$ cat src/rtl/fir_check_pkg.sv
// Shared constants and state encoding for the FIR result checker.
// Memory geometry matches the 256x26 FIR output memories.
package fir_check_pkg;
  localparam int DW    = 26;
  localparam int AW    = 8;
  localparam int DEPTH = 256;

  localparam int RA_HI = 7;
  localparam int RA_LO = 2;
  localparam int CA_HI = 1;
  localparam int CA_LO = 0;
  localparam int RA_W  = RA_HI - RA_LO + 1;
  localparam int CA_W  = CA_HI - CA_LO + 1;

  typedef enum logic [1:0] {
    IDLE,
    READ,
    DRAIN,
    DONE
  } state_t;
endpackage

$ cat src/rtl/fir_diff_abs.sv
// Compare stage: tracks read-data validity and forms |d - t|
// and the tolerance check for the pair on the memory outputs.
module fir_diff_abs
  import fir_check_pkg::*;
#(
  parameter int TOL = 0
) (
  input  logic                 clk,
  input  logic                 reset,
  input  logic                 vld_i,
  input  logic signed [DW-1:0] d_i,
  input  logic signed [DW-1:0] t_i,
  output logic                 vld_o,
  output logic [DW:0]          absdiff_o,
  output logic                 mismatch_o
);
  localparam logic [DW:0] TOL_V = (DW+1)'(TOL);

  logic              vld_d;
  logic              vld_q;
  logic signed [DW:0] diff;

  always_comb vld_d = vld_i;

  always_ff @(posedge clk) begin
    if (reset) vld_q <= 1'b0;
    else       vld_q <= vld_d;
  end

  // One extra bit keeps the difference exact for any pair.
  always_comb begin
    diff = {d_i[DW-1], d_i} - {t_i[DW-1], t_i};
    absdiff_o = diff[DW] ? $unsigned(-diff) : $unsigned(diff);
    mismatch_o = vld_q && (absdiff_o > TOL_V);
  end

  assign vld_o = vld_q;
endmodule

$ cat config.mk
export PLATFORM = sky130hd
export DESIGN_NAME = fir_diff_abs
export DESIGN_NICKNAME = d
export VERILOG_FILES = /design/src/rtl/fir_check_pkg.sv /design/src/rtl/fir_diff_abs.sv
export SDC_FILE = /design/constraint.sdc
export NUM_CORES = 1
export LEC_CHECK = 0
export BUFFER_PORTS_ARGS = -buffer_cell sky130_fd_sc_hd__buf_4
export CAP_MARGIN = 15
export CORE_ASPECT_RATIO = 0.7
export CORE_MARGIN = 1.5
export CORE_UTILIZATION = 45
export DETAILED_ROUTE_END_ITERATION = 8
export PLACE_DENSITY = 0.71
export REMOVE_ABC_BUFFERS = 1
export SLEW_MARGIN = 20
export SYNTH_ARGS = -nofsm -noshare
export SYNTH_HDL_FRONTEND = slang
export SYNTH_SLANG_ARGS = --single-unit
$ cat constraint.sdc
create_clock -name clk -period 5.9 [get_ports clk]
set_input_delay 0.59 -clock clk [delete_from_list [all_inputs] [get_ports clk]]
set_output_delay 0.59 -clock clk [all_outputs]
set_load 0.05 [all_outputs]
==> results of run 1 <==
-- routing by layer --
layer  share of wire  vias up  global-route usage
met5               0        -                   0
met4          0.0022        0              0.0120
met3           0.077        2             0.00575
met2            0.40      176               0.368
met1            0.52     1731               0.391
li1                -     1874                   -
-- final timing paths --
check / start / endpoint / slack [ns]
hold / removal: reset / vld_o / 0.76
setup / recovery: d_i[0] / mismatch_o / 0.97
-- power breakdown --
part | leakage, nW | switching [W] | internal (W)
clock | 0 | 0 | 0
combinational | 1.63 | 0.000547 | 0.000271
sequential | 0.00834 | 0.000000156 | 0.00000727
total | 1.63 | 0.000547 | 0.000278
-- kinds of logic (layout without fill, tap and decap cells) --
logic type,after synthesis,after routing
compound gates,162,162
xor+xnor,35,35
buf+inv,56,120
mux,1,1
fa+ha+maj,28,28
flops,1,1
simple gates,171,171
-- placed cells by master, fill, tap and decap left out, types with 3 or more instances in the layout --
| cell type | count |
|---|---|
| and3_1 | 4 |
| a211oi_1 | 8 |
| or3_1 | 8 |
| a41oi_1 | 3 |
| o2111ai_1 | 4 |
| a21oi_2 | 7 |
| o21ai_0 | 22 |
| o21a_1 | 8 |
| and3_2 | 3 |
| a311oi_1 | 5 |
| nand4b_1 | 3 |
| and4_1 | 5 |
| and2_1 | 6 |
| o21bai_1 | 3 |
| nor2b_1 | 3 |
| a211oi_2 | 3 |
| a31oi_1 | 4 |
| a21o_1 | 11 |
| nor2_1 | 33 |
| nor4_1 | 7 |
| a2111o_1 | 6 |
| nand2b_1 | 3 |
| buf_4 | 84 |
| inv_1 | 36 |
| ha_1 | 27 |
| o211ai_1 | 8 |
| nand2_1 | 38 |
| xor2_1 | 15 |
| xnor2_1 | 20 |
| nor3_1 | 14 |
| a211o_1 | 5 |
| nand4_1 | 10 |
| a2111oi_2 | 3 |
| a21oi_1 | 26 |
| or2_2 | 3 |
| nand3_1 | 13 |
-- metrics by stage --
stage / setup WS [ns] / hold slack [ns] / total power [W]
6_report: 0.974 / 0.757 / 0.000825
5_1_grt: 0.513 / 0.766 / 0.000880
2_1_floorplan: 0.438 / 0.662 / 0.000600
4_1_cts: 0.955 / 0.761 / 0.000818
3_5_place_dp: 0.975 / 0.761 / 0.000815
3_3_place_gp: 1.08 / 0.747 / 0.000807
-- worst max-delay path, stage by stage --
cell and delay, ns:
buf_4 0.07, inv_1 0.03, ha_1 0.22, fa_1 0.43, nand2b_1 0.22, a21oi_2 0.37
nor3_1 0.08, a221oi_1 0.61, a22oi_4 0.19, and4_1 0.33, and2_1 0.20, and4_2 0.23
o31a_1 0.23, and4bb_1 0.19, nor2b_1 0.11, buf_4 0.21
-- layout make-up --
cell class,count,area [sq um],area share
Inverter,36,135,0.0358
Multi-Input combinational cell,397,2870,0.761
Sequential cell,1,20.0,0.00530
Tap cell,94,118,0.0311
Timing Repair Buffer,84,631,0.167
==> impl_metrics.yaml, run 1 <==
outcome:
  status: "completed"
synth:
  synth_top_area_frac: 0.107
  synth_top_family_by_area: "compound AO/OA/AOI/OAI gates"
  synth_mux_area_frac: 0.00316
  yosys_most_used_dff: "dfxtp_1"
  synthArstFlopShare: 0
  synth-edff-count: 0
  synth_common_cells: "38 x nand2_1, 36 x inv_1, 33 x nor2_1"
  synthAdderAreaFrac: 0.113
  ys_seq_area_frac: 0.00632
  netlist_area_sq_um: 3170
  yosys-top-cells-area: "ha_1 11%, xnor2_1 5.5%, nand2_1 4.5%"
  synth_seq_cells: 1
  synth-compound-area-share: 0.399
  synth_cell_type_count: 87
  synth_xor_area_frac: 0.0968
  synth-simple-area-share: 0.295
  yosysWarnings: 0
  avgSynthCellArea_sq_um: 6.98
  yosysMostFrequentCell: "nand2_1"
  synth_top_area_cell: "ha_1"
  synthCells: 454
place:
  portBuffers: 83
  gp_congestion: 0.947
  dp.cells: 612
  placed_cell_area_sq_um: 3780
  hpwl_um: 7800
final_layout:
  drive_above_1_share: 0.241
  n_fill_cell: 684
  antenna_cells: 0
  largest_reg_flops: 1
  syn_to_final_growth_pct: 19.2
  finalNonFillerCells: 612
  finalNetCount: 603
  finalInstanceArea_sq_um: 3780
  final_core_util: 0.556
clocking:
  hold_buffers: 0
  cts.clk_slew.worst_paths_ns: 0
  postCtsSetupBuffers: 0
  cts-resized-gates: 0
detailed_routing:
  dr_total_vias: 3783
  drt_iter0_drc: 270
  ant_nets: 0
  viasPerCell: 6.18
  dr.pass1.iters: 5
  drc_errors: 0
  post_drt_wl_per_cell_um: 15.4
  totalWireLength_um: 9400
floorplanning:
  ios: 84
  fp-row-count: 25
  die_w_um: 103
  core_region_area_sq_um: 6790
  die_h_um: 73.2
  initial_utilization: 0.467
  fp.dieArea_sq_um: 7560
grt:
  grt_start_max_net_pins: 29
  overflow: 0
  antenna_found_initial: 0
  grt_first_pass_wirelength_um: 14900
  grt_usage: 0.242
  grt_pass1_vias: 3176
sta:
  min_period_over_period: 0.835
  setup_viol: 0
  slew_headroom: 0.471
  rsz0062_at_grt: "no"
  worst_pin_slew_ns: 0.788
  timing_hold_violations_final: 0
  tns_ns: 0
  period_needed_ns: 4.93
  max_freq_mhz: 203
  drv_slew: 0
flow_run:
  drv_cap: 0
setup_path:
  critical_path_required_ns: 5.31
  critPathMaxFanout: 10
  worstPathArrival_ns: 4.34
  start_kind: "input port"
  worstSetupPathType: "in -> out"
  end_kind: "output pin"
hold_path:
  hp-class: "in -> reg"
  hold_depth: 2
pwr:
  powerDensity_nw_per_um2: 218
  p_leak_nw: 1.63
  ir_worst_vdd_uv: 148
(Power assumes the default switching activity.)
==> run 2, diff against run 1 <==
Clock period 5.9 ns to 5 ns, I/O delays scaled along.
==> run 2 against run 1 <==
Net effect: total power grew 19%; worst setup slack lost 0.69 ns; via count grew 1.7%; first-iteration DRC count grew 54%; sequential share of layout area is essentially flat; utilization grew 0.22 points; design area grew 0.40%; combinational power grew 19%; routed wire length grew 0.61%; critical path depth is the same; largest cell class unchanged.
==> impl_metrics.yaml, run 2 (synthesized netlist as in run 1, its figures left out) <==
pwr:
  ir_worst_vdd_uv: 219
  powerDensity_nw_per_um2: 259
  p_leak_nw: 1.64
detailed_routing:
  dr_total_vias: 3849
  ant_nets: 0
  wl_met3_um: 956
  dr_wl_met2_um: 3830
  post_drt_wl_per_cell_um: 15.4
  drt_iter0_drc: 417
  dr.pass1.iters: 5
  viasPerCell: 6.27
  totalWireLength_um: 9450
  maxUsedRoutingLayer: "met3"
  drc_errors: 0
  wl_met1_um: 4660
setup_path:
  start_kind: "input port"
  crit_family: "compound AO/OA/AOI/OAI gates"
  worstPathArrival_ns: 4.21
  critPathBufInv: 3
  critical_path_required_ns: 4.50
  end_kind: "output pin"
  crit_slowest_cell: "a2111o_1"
  crit_path_frequent_cell: "buf_4"
  worstPathCellList: "buf_4 > inv_1 > ha_1 > fa_1 > nand2b_1 > a21oi_2 > o21ai_0 > and3_2 > a2111o_1 > a211oi_2 > a21oi_1 > a2111oi_2 > nor4b_2 > and4bb_1 > nor2b_1 > buf_4"
  cp_slowest_stage_delay_ns: 0.48
  worstSetupPathType: "in -> out"
  critPathMaxFanout: 10
grt:
  grt_first_pass_wirelength_um: 15200
  grt_start_max_net_pins: 29
  overflow: 0
  grt_usage: 0.245
  antenna_found_initial: 0
  grt_pass1_vias: 3153
clocking:
  cts-resized-gates: 0
  cts.clk_slew.worst_paths_ns: 0
  postCtsSetupBuffers: 0
  hold_buffers: 0
final_layout:
  largest_reg_flops: 1
  final_cell_mix: "86 x buf_4, 38 x nand2_1, 36 x inv_1"
  syn_to_final_growth_pct: 19.7
  regArea_sq_um: 20.0
  n_fill_cell: 678
  final_core_util: 0.559
  antenna_cells: 0
  mostFrequentLayoutCell: "buf_4"
  drive_above_1_share: 0.244
  finalNetCount: 605
  finalNonFillerCells: 614
  finalInstanceArea_sq_um: 3790
  multi_input_area_sq_um: 2870
outcome:
  status: "completed"
sta:
  setup_viol: 0
  setup_slack_ns: 0.287
  rsz0062_at_grt: "no"
  slew_headroom: 0.522
  drv_slew: 0
  max_freq_mhz: 212
  period_needed_ns: 4.71
  timing_hold_violations_final: 0
  min_period_over_period: 0.943
  whs_ns: 0.660
  worst_pin_slew_ns: 0.713
floorplanning:
  die_w_um: 103
  ios: 84
  fp.dieArea_sq_um: 7560
  die_h_um: 73.2
  fp-row-count: 25
  core_region_area_sq_um: 6790
  initial_utilization: 0.467
flow_run:
  drv_cap: 0
place:
  hpwl_um: 7860
  portBuffers: 83
  dp.cells: 614
  placed_cell_area_sq_um: 3790
  post-place-ws_ns: 0.382
  gp_congestion: 0.892
hold_path:
  hp-class: "in -> reg"
## run 2: stage by stage
step                      total power, W  TNS (ns)
final                           0.000981         0
after global routing             0.00104         0
after CTS                       0.000972         0
after detailed placement        0.000969         0
after global placement          0.000957         0
after floorplan                 0.000707    -0.282
## run 2: final timing paths
| check | from | to | slack, ns | depth (start not counted) |
|---|---|---|---|---|
| worst max-delay path | d_i[0] | mismatch_o | 0.29 | 16 |
| worst min-delay path | reset | vld_o | 0.66 | 2 |
## run 2: area by class of cell
class | instances | share of cell area
well taps | 94 | 0.0310
inverters | 36 | 0.0356
repair buffers | 86 | 0.170
flip-flops and latches | 1 | 0.00528
multi-input cells | 397 | 0.758
## run 2: where the power goes
group / internal [W] / total, W / leakage (nW) / switching [W]
Clock: 0 / 0 / 0 / 0
Combinational: 0.000323 / 0.000972 / 1.64 / 0.000649
Sequential: 0.00000858 / 0.00000877 / 0.00834 / 0.000000190
## run 2: per-layer routing
metal / track usage / up-vias
met5: 0 / -
met4: 0.00450 / 0
met3: 0.0192 / 0
met2: 0.363 / 173
met1: 0.399 / 1792
li1: - / 1884
==> run 3, diff against run 2 <==
Settings changed: PLACE_DENSITY 0.71 to 0.74.
Clock period 5 ns to 4.11 ns, I/O delays scaled along.
==> run 3 against run 2 <==
Net effect: the run now ends with negative setup slack left; sequential share of layout area decreased by 0.12 points; total power increased by 48%; flip-flop and latch count unchanged; via count increased by 12%; cell count increased by 17%; utilization increased by 16 points; combinational power increased by 48%; first-iteration DRC count decreased by 12%; die area unchanged; critical endpoint unchanged.
==> impl_metrics.yaml, run 3 (synthesized netlist as in run 1, its figures left out) <==
sta:
  period_needed_ns: 4.18
  worst_pin_slew_ns: 0.706
  setup_slack_ns: -0.0689
  timing_hold_violations_final: 0
  rsz0062_at_grt: "yes"
  max_freq_mhz: 239
  tns_ns: -0.0689
  slew_headroom: 0.526
  setup_viol: 1
  min_period_over_period: 1.02
  drv_slew: 0
setup_path:
  critPathBufInv: 3
  end_kind: "output pin"
  worstSetupStartpoint: "d_i[1]"
  start_kind: "input port"
  critPathMaxFanout: 3
  crit_family: "compound AO/OA/AOI/OAI gates"
  worstPathArrival_ns: 3.77
  critical_path_required_ns: 3.70
  cp_slowest_stage_delay_ns: 0.45
  crit_slowest_cell: "or3b_1"
  worstPathCellList: "buf_4 > ha_4 > or2b_4 > a21bo_4 > buf_4 > a2111oi_4 > o32ai_2 > xnor2_1 > or3b_1 > o41ai_2 > xor2_1 > o31a_1 > and4bb_1 > nor2b_2 > buf_6"
  crit_path_frequent_cell: "buf_4"
  worstSetupPathType: "in -> out"
detailed_routing:
  totalWireLength_um: 11200
  ant_nets: 0
  dr.pass1.iters: 5
  drc_errors: 0
  post_drt_wl_per_cell_um: 15.5
  viasPerCell: 5.97
  dr_total_vias: 4292
  drt_iter0_drc: 367
final_layout:
  syn_to_final_growth_pct: 53.6
  final_cell_mix: "187 x buf_4, 38 x nand2_1, 33 x inv_1"
  finalNonFillerCells: 719
  finalNetCount: 710
  mostFrequentLayoutCell: "buf_4"
  antenna_cells: 0
  drive_above_1_share: 0.419
  finalInstanceArea_sq_um: 4860
  largest_reg_flops: 1
  final_core_util: 0.717
hold_path:
  hp-class: "in -> reg"
  min-delay-start: "reset"
floorplanning:
  fp.dieArea_sq_um: 7560
  fp-row-count: 25
  ios: 84
  die_w_um: 103
  die_h_um: 73.2
  initial_utilization: 0.467
  core_region_area_sq_um: 6790
pwr:
  combPwrFrac: 0.993
  power.total_w: 0.00145
  intPower_w: 0.000593
  powerDensity_nw_per_um2: 299
  ir_worst_vdd_uv: 257
  switching_share: 0.592
  p_leak_nw: 2.20
  p_sw_w: 0.000861
  pwr-share-seq: 0.007
  clockPowerShare: 0
clocking:
  cts.clk_slew.worst_paths_ns: 0
  hold_buffers: 0
flow_run:
  drv_cap: 0
place:
  dp.cells: 707
  hpwl_um: 8980
  placed_cell_area_sq_um: 4500
  gp_congestion: 0.915
  portBuffers: 83
grt:
  overflow: 0
  grt_pass1_vias: 3882
  grt_start_max_net_pins: 29
  grt_usage: 0.282
  antenna_found_initial: 0
  grt_first_pass_wirelength_um: 17600
outcome:
  failed_checks: "negative setup slack"
  status: "complete, but fails checks"
run 3: changes by cell type in the layout (fill, tap and decap cells not counted), moves of 3 or more:
cell,before,now
inv_1,36,33
a21oi_1,26,23
ha_4,0,7
o21ai_1,2,5
a21oi_4,0,4
ha_1,27,20
buf_4,86,187
o21ai_0,22,18
buf_6,0,3
run 3: power groups by stage:
stage	Clock (W)	Combinational [W]	Sequential, W
3_3_place_gp	0	0.00132	0.0000107
3_5_place_dp	0	0.00134	0.0000107
2_1_floorplan	0	0.000848	0.0000125
5_1_grt	0	0.00153	0.0000108
6_report	0	0.00144	0.0000107
4_1_cts	0	0.00137	0.0000107
run 3: metal layers:
| metal | vias up | share of wire | GRT usage |
|---|---|---|---|
| li1 | 2096 | - | - |
| met1 | 1958 | 0.45 | 0.412 |
| met2 | 218 | 0.46 | 0.455 |
| met3 | 20 | 0.085 | 0.0220 |
| met4 | 0 | 0.010 | 0.0541 |
| met5 | - | 0 | 0 |
run 3: worst paths after layout:
kind,end,cells after the start
worst max-delay path,mismatch_o,15
worst min-delay path,vld_o,2
run 3: what timing repair did:
action / 4_1_cts / 5_1_grt
resized for setup: 15 / 37
setup buffers: 2 / 10
endpoints found under the setup margin: 1 / 3
pin swaps: 12 / 18
run 3: cell type report:
cell class	instances	area, sq um
Multi-Input combinational cell	397	3130
Timing Repair Buffer	191	1460
Inverter	36	138
Tap cell	94	118
Fill cell	570	1920
Sequential cell	1	20.0
run 3: metrics by stage:
step / setup WS [ns] / hold WS, ns
2_1_floorplan: -0.994 / 0.483
6_report: -0.0689 / 0.580
3_5_place_dp: -0.166 / 0.575
5_1_grt: -0.227 / 0.598
3_3_place_gp: -0.0543 / 0.569
4_1_cts: -0.0796 / 0.580
